## config.mk

```make
export PLATFORM = sky130hd
export DESIGN_NAME = bus_arbiter2_flat
export DESIGN_NICKNAME = d
export VERILOG_FILES = /design/src/rtl/bus_arbiter2_if.sv /design/src/rtl/bus_arbiter2.sv /design/src/flat_wrapper.sv
export SDC_FILE = /design/constraint.sdc
export NUM_CORES = 1
export LEC_CHECK = 0
export ABC_AREA = 1
export BUFFER_PORTS_ARGS = -buffer_cell sky130_fd_sc_hd__buf_2
export CAP_MARGIN = 5
export CORE_MARGIN = 2
export CORE_UTILIZATION = 49
export CTS_CLUSTER_DIAMETER = 80
export CTS_CLUSTER_SIZE = 25
export DETAILED_ROUTE_END_ITERATION = 8
export PLACE_DENSITY = 0.84
export SYNTH_ARGS = -nofsm -noshare
export SYNTH_HDL_FRONTEND = slang
export SYNTH_SLANG_ARGS = --single-unit
```

## constraint.sdc

```tcl
create_clock -name clk -period 1.65 [get_ports clk]
set_input_delay 0.165 -clock clk [delete_from_list [all_inputs] [get_ports clk]]
set_output_delay 0.165 -clock clk [all_outputs]
set_load 0.005 [all_outputs]
```

## src/rtl/bus_arbiter2_if.sv

```systemverilog
// Bus-request interface between two requesters and the two-way tristate bus arbiter.
// req_x is a level held while the requester wants the bus; gnt_x/en_x are high only in cycles it owns the bus.
interface bus_arbiter2_if;
  logic req_a;
  logic req_b;
  logic gnt_a;
  logic gnt_b;
  logic en_a;
  logic en_b;
  logic sel;
  logic busy;

  modport master (
    output req_a,
    output req_b,
    input  gnt_a,
    input  gnt_b,
    input  en_a,
    input  en_b,
    input  sel,
    input  busy
  );

  modport slave (
    input  req_a,
    input  req_b,
    output gnt_a,
    output gnt_b,
    output en_a,
    output en_b,
    output sel,
    output busy
  );
endinterface

```

## src/rtl/bus_arbiter2.sv

```systemverilog
// Two-requester round-robin arbiter for a shared 8-bit tristate bus, with bounded hold
// under contention and a one-cycle dead TURN state between owners.
module bus_arbiter2 #(
  parameter int MAX_HOLD = 8
) (
  input  logic              clk,
  input  logic              rst_n,
  bus_arbiter2_if.slave     bus,
  output logic [1:0]        dbg_state,
  output logic [7:0]        dbg_hold_cnt
);

  typedef enum logic [1:0] {
    IDLE  = 2'd0,
    GNT_A = 2'd1,
    GNT_B = 2'd2,
    TURN  = 2'd3
  } state_e;

  localparam logic [7:0] HOLD_LAST = 8'(MAX_HOLD - 1);

  generate
    if (MAX_HOLD < 2 || MAX_HOLD > 255) begin : g_bad_max_hold
      $error("bus_arbiter2: MAX_HOLD must be in 2..255");
    end
  endgenerate

  state_e     state_q, state_d;
  logic [7:0] hold_cnt_q, hold_cnt_d;
  // 1 = A owned the bus last, 0 = B; reset to B so A wins the first tie.
  logic       last_a_q, last_a_d;

  always_ff @(posedge clk or negedge rst_n) begin
    if (!rst_n) begin
      state_q    <= IDLE;
      hold_cnt_q <= 8'd0;
      last_a_q   <= 1'b0;
    end else begin
      state_q    <= state_d;
      hold_cnt_q <= hold_cnt_d;
      last_a_q   <= last_a_d;
    end
  end

  always_comb begin
    state_d    = state_q;
    hold_cnt_d = hold_cnt_q;
    last_a_d   = last_a_q;
    case (state_q)
      IDLE, TURN: begin
        hold_cnt_d = 8'd0;
        if (bus.req_a && (!bus.req_b || !last_a_q)) begin
          state_d  = GNT_A;
          last_a_d = 1'b1;
        end else if (bus.req_b) begin
          state_d  = GNT_B;
          last_a_d = 1'b0;
        end else begin
          state_d  = IDLE;
        end
      end
      GNT_A: begin
        if (!bus.req_a || (bus.req_b && hold_cnt_q == HOLD_LAST)) begin
          state_d    = TURN;
          hold_cnt_d = 8'd0;
        end else if (hold_cnt_q != HOLD_LAST) begin
          hold_cnt_d = hold_cnt_q + 8'd1;
        end
      end
      GNT_B: begin
        if (!bus.req_b || (bus.req_a && hold_cnt_q == HOLD_LAST)) begin
          state_d    = TURN;
          hold_cnt_d = 8'd0;
        end else if (hold_cnt_q != HOLD_LAST) begin
          hold_cnt_d = hold_cnt_q + 8'd1;
        end
      end
      default: begin
        state_d    = IDLE;
        hold_cnt_d = 8'd0;
      end
    endcase
  end

  // Outputs decode from registered state only, so reset drops the enables immediately.
  assign bus.gnt_a = (state_q == GNT_A);
  assign bus.en_a  = (state_q == GNT_A);
  assign bus.gnt_b = (state_q == GNT_B);
  assign bus.en_b  = (state_q == GNT_B);
  assign bus.sel   = last_a_q;
  assign bus.busy  = (state_q != IDLE);

  assign dbg_state    = state_q;
  assign dbg_hold_cnt = hold_cnt_q;

  a_en_exclusive: assert property (@(posedge clk) disable iff (!rst_n) !(bus.en_a && bus.en_b));

endmodule

```

## src/flat_wrapper.sv

```systemverilog
// flat-port wrapper written by rule: the top's interface ports become plain ports
module bus_arbiter2_flat 
#(
  parameter int MAX_HOLD = 8
)
  (clk, rst_n, dbg_state, dbg_hold_cnt, bus_req_a, bus_req_b, bus_gnt_a, bus_gnt_b, bus_en_a, bus_en_b, bus_sel, bus_busy);
  bus_arbiter2_if bus_i ();
  input  logic clk;
  input  logic rst_n;
  output logic [1:0] dbg_state;
  output logic [7:0] dbg_hold_cnt;
  input wire logic [$bits(bus_i.req_a)-1:0] bus_req_a;
  input wire logic [$bits(bus_i.req_b)-1:0] bus_req_b;
  output wire logic [$bits(bus_i.gnt_a)-1:0] bus_gnt_a;
  output wire logic [$bits(bus_i.gnt_b)-1:0] bus_gnt_b;
  output wire logic [$bits(bus_i.en_a)-1:0] bus_en_a;
  output wire logic [$bits(bus_i.en_b)-1:0] bus_en_b;
  output wire logic [$bits(bus_i.sel)-1:0] bus_sel;
  output wire logic [$bits(bus_i.busy)-1:0] bus_busy;
  assign bus_i.req_a = bus_req_a;
  assign bus_i.req_b = bus_req_b;
  assign bus_gnt_a = bus_i.gnt_a;
  assign bus_gnt_b = bus_i.gnt_b;
  assign bus_en_a = bus_i.en_a;
  assign bus_en_b = bus_i.en_b;
  assign bus_sel = bus_i.sel;
  assign bus_busy = bus_i.busy;
  bus_arbiter2 #(.MAX_HOLD(MAX_HOLD)) u_core (.clk(clk), .rst_n(rst_n), .bus(bus_i), .dbg_state(dbg_state), .dbg_hold_cnt(dbg_hold_cnt));
endmodule
```

==> flow_summary.toml <==
[layout]
instances_no_fill = 131
nets = 125
area_growth_pct = 19.32
fill_cells = 118
regArea_um2 = 275.3
multi_input_area_um2 = 356.6
diodes = 0
layout_common_cells = "27 x nand2_1, 19 x buf_2, 14 x inv_1"
final_common_cell = "nand2_1"
drive_gt1_share_pct = 25.86

[synthesis]
synth_area_um2 = 699.4
synth-simple-area-share_pct = 35.06
synth_seq_cells = 11
netlist_instances = 94
synth_cell_type_count = 19
ys_seq_area_share_pct = 39.36
synth_compound_area_share_pct = 7.513
synth_xor_area_share_pct = 1.252
synth_top_family_by_area = "simple AND/OR/NAND/NOR gates"
synth_fp_nets = 102
yosysWarnings = 0
synth_area_per_cell_um2 = 7.441
synthAdderAreaFrac_pct = 7.156
synth_mux_area_share_pct = 0

[global_route]
grt_max_degree = 12
grt_usage_pct = 17.30
antenna_found_initial = 0
grt_pass1_wl_um = 2373
grt_pass1_vias = 562
grt_overflow = 0

[timing]
rsz0062_at_grt = "false"
setup_tns_ns = 0
hold_viol_final = 0
fmax_mhz = 734.5
maxSlewHeadroom_pct = 83.07
period_minus_slack_ns = 1.362
min_period_over_period_pct = 82.52
drv_slew = 0
setup_viol = 0
worst_slew_pin_slew_ns = 0.2531
fin_skew_ns = 0.001549

[place]
hpwl_um = 1079
dp.cells = 126
io_buffers = 19
place_congestion = 0.7394

[setup_path]
r2r-start = "u_core.dbg_state[0]$_DFFE_PN0P_"
cp-start-kind = "flip-flop"
timing.rr.end = "u_core.dbg_state[0]$_DFFE_PN0P_"
critical_path_class = "reg -> reg"
slowest_stage = "dfrtp_1"
r2r_setup_slack_ns = 0.29
cp_slowest_stage_delay_ns = 0.39
worstSetupPathDepth = 5
worstPathMaxFanout = 4
worstPathRequired_ns = 1.80
arrival_ns = 1.52
timing.critical_path.buf_inv = 1
ff2ff_path_depth = 5
cp_cell_sequence = "inv_1 > ha_1 > or2_2 > nand2_1 > nand2_1"
crit_family = "simple AND/OR/NAND/NOR gates"
endpoint_kind = "flip-flop"
crit_top_cell = "nand2_1"

[floorplan]
fp-row-count = 13
initial_core_util_pct = 53.09
die_h_um = 41.78
dieArea_um2 = 1746
ioPinCount = 20
coreArea_um2 = 1318
chipWidth_um = 41.78

[clock_tree]
ctsResizeCount = 0
h-tree-depth = 1
root_buffer = "clkbuf_4"
clkSinkCount = 11
cts_buffer_depth = 2
numCtsBuffers = 3
clock_latency_ns = 0.26
tritoncts = "built"
clkTransAtPathRegs_ns = 0.07

[flow_run]
drv_cap = 0

[routing]
antenna_left = 0
dr_total_vias = 640
via_per_inst = 4.885
firstDrtPassIters = 2
drc = 0
wire_per_inst_um = 10.15
routed_wl_um = 1329
drtIter0Drc = 10

[min_path]
min_path_cells = 3
hp-start = "bus_req_a"
hold_path_class = "in -> reg"
holdPathEnd = "u_core.bus.sel$_DFFE_PN0P_"

[pwr]
power.density_nw_per_um2 = 1262
peakVddDrop_uv = 727.0
p_leak_uw = 0.0004744

[run_status]
status = "finished clean"
-- worst register-to-register path, cell delays in order (launching register included) --
cell and delay (ns):
dfrtp_1 0.39, inv_1 0.08, ha_1 0.36, or2_2 0.31, nand2_1 0.07, nand2_1 0.05
-- how the worst max path moves through the flow --
stage	endpoint	slack (ns)	from
after global placement	u_core.dbg_state[0]$_DFFE_PN0P_	0.31	u_core.dbg_state[0]$_DFFE_PN0P_
after CTS	u_core.dbg_state[0]$_DFFE_PN0P_	0.28	u_core.dbg_state[0]$_DFFE_PN0P_
final	u_core.dbg_state[0]$_DFFE_PN0P_	0.29	u_core.dbg_state[0]$_DFFE_PN0P_
after floorplan	u_core.dbg_state[0]$_DFFE_PN0P_	0.37	u_core.dbg_state[0]$_DFFE_PN0P_
after detailed placement	u_core.dbg_hold_cnt[6]$_DFF_PN0_	0.30	u_core.dbg_hold_cnt[1]$_DFF_PN0_
after global routing	u_core.dbg_hold_cnt[6]$_DFF_PN0_	0.13	u_core.dbg_hold_cnt[0]$_DFF_PN0_
-- stage by stage --
step	utilization (%)	setup WS (ns)	power, µW	cell area (µm²)	hold WS (ns)
4_1_cts	63.34	0.2792	1067	834.6	0.1877
2_1_floorplan	-	0.3716	733.5	699.4	-0.1306
3_5_place_dp	60.59	0.2962	886.8	798.3	0.04208
5_1_grt	63.34	0.1274	1146	834.6	0.1918
3_3_place_gp	60.59	0.3117	868.7	798.3	0.04064
6_report	63.34	0.2885	1053	834.6	0.1804
-- repair_timing --
action                                  in CTS  in global routing
endpoints found under the setup margin       0                  0
setup buffers                                0                  0
hold endpoints to repair                    11                  0
hold buffers                                 1                  0
-- cell families (layout without fill, tap and decap cells) --
| kind of cell | count (synthesis) | after routing |
|---|---|---|
| AND/OR/NAND/NOR | 53 | 53 |
| buffers and inverters | 16 | 38 |
| flip-flops | 11 | 11 |
| AO/OA/AOI/OAI | 9 | 9 |
| adder cells (fa/ha/maj) | 4 | 4 |
| XOR/XNOR | 1 | 1 |
-- report_power, final --
| group | internal [µW] | leakage, µW | switching [µW] | total [µW] |
|---|---|---|---|---|
| Sequential | 324 | 0.000146 | 57.0 | 381 |
| Clock | 93.4 | 0.0000150 | 84.4 | 178 |
| Combinational | 217 | 0.000313 | 277 | 494 |
| Total | 634 | 0.000474 | 419 | 1050 |
-- state kept, by name, indices dropped and copies added, names as in the netlist --
name / flops
u_core.bus.sel: 1
u_core.dbg_state: 2
u_core.dbg_hold_cnt: 8
-- layer usage --
| metal | global-route usage, % | vias up | wire length [µm] |
|---|---|---|---|
| li1 | - | 333 | - |
| met1 | 22.87 | 285 | 590 |
| met2 | 28.75 | 18 | 646 |
| met3 | 1.304 | 4 | 63 |
| met4 | 7.742 | 0 | 27 |
| met5 | 0 | - | 0 |
-- Yosys cell counts, drive strengths merged --
cell,instances,area [µm²]
nand2,29,118.9
xnor2,1,8.760
o21bai,2,15.01
buf,2,15.01
nand4,1,6.260
or2,2,12.51
a21oi,1,5.000
nor2,14,62.56
nand3,7,45.04
dfrtp,11,275.3
o21ai,5,25.02
inv,14,52.55
a21boi,1,7.510
ha,4,50.05
-- final cells by class --
type	count	area share [%]
flip-flops and latches	11	32.98
repair buffers	20	12.59
inverters	14	6.297
multi-input cells	67	42.73
well taps	15	2.249
clock buffers	4	3.148
Power figures use the tool's default switching activity.
